$ cat config.mk
export PLATFORM = sky130hd
export DESIGN_NAME = hud_score_writer
export DESIGN_NICKNAME = d
export VERILOG_FILES = /design/src/rtl/hud_pkg.sv /design/src/rtl/bcd_add3.sv /design/src/rtl/hud_score_writer.sv
export SDC_FILE = /design/constraint.sdc
export NUM_CORES = 1
export LEC_CHECK = 0
export ABC_AREA = 0
export ABC_CLOCK_PERIOD_IN_PS = 7100
export CAP_MARGIN = 20
export CORE_ASPECT_RATIO = 0.5
export CORE_MARGIN = 10
export CORE_UTILIZATION = 50
export CTS_CLUSTER_SIZE = 14
export DETAILED_ROUTE_END_ITERATION = 7
export PLACE_DENSITY = 0.7
export SETUP_SLACK_MARGIN = 0.3
export SLEW_MARGIN = 5
export SYNTH_ARGS = -nofsm -noshare
export SYNTH_HDL_FRONTEND = slang
export SYNTH_SLANG_ARGS = --single-unit
$ cat constraint.sdc
create_clock -name clk -period 7.1 [get_ports clk]
set_input_delay 1.065 -clock clk [delete_from_list [all_inputs] [get_ports clk]]
set_output_delay 1.065 -clock clk [all_outputs]
set_load 0.01 [all_outputs]
$ cat src/rtl/hud_pkg.sv
// Shared types and constants for the HUD digit display path.
// Used by the score writer and its BCD correction cells.
package hud_pkg;

  localparam int          DIGIT_W    = 4;
  localparam int          HUD_IDX_W  = 4;
  localparam logic [3:0]  BLANK_CODE = 4'hF;

  typedef enum logic [1:0] {
    IDLE    = 2'd0,
    CONVERT = 2'd1,
    WRITE   = 2'd2
  } state_t;

endpackage

$ cat src/rtl/bcd_add3.sv
// Double-dabble correction cell: a BCD nibble of 5 or more gets 3 added
// so that the following left shift carries correctly into the next decade.
module bcd_add3
  import hud_pkg::*;
(
  input  logic [DIGIT_W-1:0] nibble,
  output logic [DIGIT_W-1:0] corrected
);

  assign corrected = (nibble >= DIGIT_W'(5)) ? nibble + DIGIT_W'(3) : nibble;

endmodule

$ cat src/rtl/hud_score_writer.sv
// Converts a binary score into decimal digits with sequential double-dabble,
// then writes them MSD-first to the HUD digit registers over a ready handshake.
module hud_score_writer
  import hud_pkg::*;
#(
  parameter int VAL_WIDTH  = 32,
  parameter int NUM_DIGITS = 13,
  parameter bit BLANK_LZ   = 1'b1
) (
  input  logic                 clk,
  input  logic                 reset_n,
  input  logic [VAL_WIDTH-1:0] value_in,
  input  logic                 start,
  output logic                 busy,
  output logic                 done,
  output logic                 wr_en,
  output logic [HUD_IDX_W-1:0] wr_idx,
  output logic [DIGIT_W-1:0]   wr_digit,
  input  logic                 wr_ready
);

  localparam int BCD_W = DIGIT_W * NUM_DIGITS;
  localparam int CNT_W = $clog2(VAL_WIDTH + 1);

  state_t                 state, state_nxt;
  logic [VAL_WIDTH-1:0]   shift_q;
  logic [BCD_W-1:0]       bcd_q;
  logic [BCD_W-1:0]       bcd_corr;
  logic                   ovf_q;
  logic [CNT_W-1:0]       bit_cnt;
  logic [HUD_IDX_W-1:0]   idx_q;
  logic                   done_q;
  logic                   last_shift;
  logic                   last_write;
  logic                   transfer;
  logic [DIGIT_W-1:0]     slot_digit [NUM_DIGITS];

  for (genvar g = 0; g < NUM_DIGITS; g++) begin : g_add3
    bcd_add3 u_add3 (
      .nibble    (bcd_q[g*DIGIT_W +: DIGIT_W]),
      .corrected (bcd_corr[g*DIGIT_W +: DIGIT_W])
    );
  end

  assign last_shift = (bit_cnt == CNT_W'(VAL_WIDTH - 1));
  assign last_write = (idx_q == HUD_IDX_W'(NUM_DIGITS - 1));
  assign transfer   = wr_en && wr_ready;

  assign busy   = (state != IDLE);
  assign wr_en  = (state == WRITE);
  assign wr_idx = idx_q;
  assign done   = done_q;

  // NOTE: every combinational output gets a default before the case, so no
  // path leaves it unassigned and no latch is inferred.
  always_comb begin
    state_nxt = state;
    unique case (state)
      IDLE:    if (start)                  state_nxt = CONVERT;
      CONVERT: if (last_shift)             state_nxt = WRITE;
      WRITE:   if (transfer && last_write) state_nxt = IDLE;
      default:                             state_nxt = IDLE;
    endcase
  end

  // Slot 0 is the most significant nibble; a zero is blanked while every
  // more-significant nibble is also zero, except in the units slot.
  always_comb begin
    logic all_zero;
    logic [DIGIT_W-1:0] nib;
    all_zero = 1'b1;
    nib      = '0;
    for (int k = 0; k < NUM_DIGITS; k++) begin
      nib      = bcd_q[(NUM_DIGITS-1-k)*DIGIT_W +: DIGIT_W];
      all_zero = all_zero && (nib == '0);
      if (ovf_q)
        slot_digit[k] = DIGIT_W'(9);
      else if (BLANK_LZ && all_zero && (k != NUM_DIGITS - 1))
        slot_digit[k] = BLANK_CODE;
      else
        slot_digit[k] = nib;
    end
  end

  always_comb begin
    wr_digit = '0;
    if (state == WRITE) begin
      for (int k = 0; k < NUM_DIGITS; k++)
        if (idx_q == HUD_IDX_W'(k)) wr_digit = slot_digit[k];
    end
  end

  // NOTE: state registers use non-blocking assignments so every flop samples
  // the pre-edge values, independent of statement order.
  always_ff @(posedge clk or negedge reset_n) begin
    if (!reset_n) begin
      state   <= IDLE;
      shift_q <= '0;
      bcd_q   <= '0;
      ovf_q   <= 1'b0;
      bit_cnt <= '0;
      idx_q   <= '0;
      done_q  <= 1'b0;
    end else begin
      state  <= state_nxt;
      done_q <= (state == WRITE) && transfer && last_write;
      unique case (state)
        IDLE: begin
          if (start) begin
            shift_q <= value_in;
            bcd_q   <= '0;
            ovf_q   <= 1'b0;
            bit_cnt <= '0;
            idx_q   <= '0;
          end
        end
        CONVERT: begin
          {bcd_q, shift_q} <= {bcd_corr[BCD_W-2:0], shift_q, 1'b0};
          if (bcd_corr[BCD_W-1]) ovf_q <= 1'b1;
          bit_cnt <= bit_cnt + CNT_W'(1);
        end
        WRITE: begin
          if (transfer) idx_q <= idx_q + HUD_IDX_W'(1);
        end
        default: ;
      endcase
    end
  end

endmodule

==> flow_summary.json <==
{
  "fmax_mhz": 214.1,
  "dp_hpwl_mm": 10.83,
  "wl_mm": 15.87,
  "synth_seq_cells": 98,
  "syn2layout_area_growth_pct": 13.65,
  "first_pass_iters": 4,
  "peakVddDrop_v": 0.0001598,
  "fin_area_mm2": 0.007126,
  "globalRouteMet1Util_pct": 25.11,
  "die_h_um": 99.18,
  "drv_cap": 0,
  "final_antenna_net_count": 0,
  "die_x_um": 178.4,
  "met3_usage_pct": 4.000,
  "cts-buffers-inserted": 9,
  "seq_area_frac_synth_pct": 39.11,
  "fin_crit_sh_pct": 65.78,
  "syn_nets": 820,
  "ys_warn_count": 0,
  "hold_class": "reg -> reg",
  "htree_num_levels": 3,
  "grtUsageMet2_pct": 27.11,
  "ys.flop_type": "dfrtp_1",
  "ys_types": 57,
  "synthArstFlopShare_pct": 100.0,
  "cts_resized": 0,
  "first_iter_violations": 386,
  "clk_pin_slew_ns": 0.07,
  "io_buffers": 46,
  "finalWeightedCongestion": 0.9455,
  "leakage_uw": 0.002976,
  "dp_slack_ns": 2.845,
  "end_kind": "primary output",
  "die_area_mm2": 0.01769,
  "r2r_start": "state[1]$_DFFE_PN0P_",
  "vias": 5560,
  "fin_util_pct": 59.13,
  "worstMarginPinSlew_ns": 0.9718,
  "num_io_pins": 47,
  "cts_tree": "done",
  "worstSkewPairLatency_ns": 0.35,
  "setup_viol": 0,
  "critPathArrivalTime_ns": 3.61,
  "tns_ns": 0,
  "initial_core_util_pct": 52.02,
  "drc_errors": 0,
  "cts_hold_buf": 0,
  "viasPerCell": 5.959,
  "ff2ff_setup_slack_ns": 4.43,
  "cts-root-buf": "clkbuf_16",
  "fin_nets": 841,
  "cp_max_fo": 9,
  "maxSlewViolCount": 0,
  "placed_area_mm2": 0.006829,
  "layout_common_cells": "nand2_1 (112), dfrtp_1 (98), nor2_1 (64)",
  "finClkSkew_ns": 0.01113,
  "antennaDiodeCount": 0,
  "fin_crit_ns": 4.671,
  "status": "finished clean",
  "layout-drive-gt1-share_pct": 4.818,
  "synth_area_per_cell_um2": 8.450,
  "syn_inst": 742,
  "grt_overflow": 0,
  "cts_setup_buffers": 0,
  "grt_pass1_vias": 5305,
  "busiest_layer": "met2",
  "worstHoldStart": "shift_q[0]$_DFFE_PN0P_",
  "finalHoldViolations": 0,
  "coreArea_mm2": 0.01205,
  "grt_pass1_wl_mm": 26.34,
  "drt-wirelength-per-cell_um": 17.01,
  "globalRouteTotalUtil_pct": 17.76,
  "layout_commonest_cell": "nand2_1",
  "worst_ep_required_time_ns": 6.03,
  "clockBufferDepth": 2,
  "syn_area_mm2": 0.006270,
  "num_rows": 28,
  "cts_sinks": 98,
  "synth-edff-count": 0,
  "startpoint_type": "flip-flop",
  "grt_max_degree": 98,
  "antenna_found_initial": 0,
  "rsz0062_at_grt": "false",
  "crit_path_start": "bcd_q[48]$_DFFE_PN0P_",
  "worst_slack_ns": 2.429,
  "crit_type": "reg -> out",
  "power.density_mw_per_mm2": 436.9,
  "max-slew-margin-rel_pct": 35.21
}
==> per-stage QoR <==
| step | power [µW] | std cells | hold slack [ns] |
|---|---|---|---|
| global placement | 2573 | 917 | 0.4623 |
| detailed placement | 2612 | 917 | 0.4775 |
| global route | 3384 | 933 | 0.5410 |
| finish | 3113 | 933 | 0.4967 |
| floorplan | 2207 | 742 | 0.4497 |
| CTS | 3115 | 933 | 0.4931 |
==> Yosys cell counts (5+ instances only) <==
master,instances,share of area (%)
nor2b_1,9,0.90
dfrtp_1,98,39
o32ai_1,6,0.84
xnor2_1,14,2.0
nand4_1,8,0.80
nor2_1,66,4.0
a31oi_1,45,4.5
and2_1,5,0.50
a32o_1,9,1.4
a21oi_1,42,3.4
nor3b_1,14,1.7
nand3_1,11,0.88
ha_1,42,8.4
inv_1,35,2.1
nor3_1,12,0.96
o31ai_1,15,1.8
clkbuf_1,35,2.1
nand2_1,113,6.8
o21ai_0,50,4.0
nand2b_1,13,1.3
o22ai_1,23,2.3
o211ai_1,12,1.4
==> cell families after synthesis <==
kind of cell / count (synthesis) / share of synthesized area [%]
AOI/OAI and AO/OA: 235 / 24.01
xor gates and xnor gates: 18 / 2.514
buffers and inverters: 77 / 4.770
muxes: 1 / 0.1796
DFF: 98 / 39.11
and+or+nand+nor: 271 / 21.03
adders and majority gates: 42 / 8.381
==> worst max-delay path, stage by stage, from the launching register on <==
cell and delay [ns]:
dfrtp_1 0.41, inv_1 0.12, ha_1 0.25, nor2b_1 0.52
nand2_4 0.20, o31ai_2 0.42, o221ai_1 0.19, o221ai_1 0.22
a31oi_1 0.16, o32ai_1 0.17, clkdlybuf4s50_1 0.60
==> state kept, by name, indices dropped and copies added, names as in the netlist <==
name / flops
done: 1
shift_q: 32
state: 2
wr_idx: 4
bcd_q: 52
ovf_q: 1
bit_cnt: 6
==> path summary, 6_finish.rpt <==
check	to	cells after the start
max	wr_digit[1]	10
min	shift_q[0]$_DFFE_PN0P_	2
max reg2reg	bcd_q[47]$_DFFE_PN0P_	5
min reg2reg	shift_q[0]$_DFFE_PN0P_	2
max in group asynchronous	bcd_q[22]$_DFFE_PN0P_	2
min in group asynchronous	shift_q[25]$_DFFE_PN0P_	1
==> where the power goes <==
| part | switching [µW] | internal [µW] |
|---|---|---|
| Clock | 237 | 255 |
| Combinational | 855 | 647 |
| Sequential | 303 | 816 |
| Total | 1400 | 1720 |
==> area by class of cell <==
class	count	area, µm²
Multi-Input combinational cell	567	3540
Timing Repair Buffer	51	495.5
Sequential cell	98	2452
Tap cell	165	206.4
Fill cell	1104	4926
Inverter	36	135.1
Clock inverter	6	57.56
Clock buffer	10	239.0
==> layer usage <==
| metal | up-vias | routed length (µm) |
|---|---|---|
| met5 | - | 0 |
| met3 | 11 | 886 |
| li1 | 2727 | - |
| met2 | 150 | 6751 |
| met1 | 2672 | 8108 |
| met4 | 0 | 126 |
No activity file was read; power rests on OpenSTA's default activity.
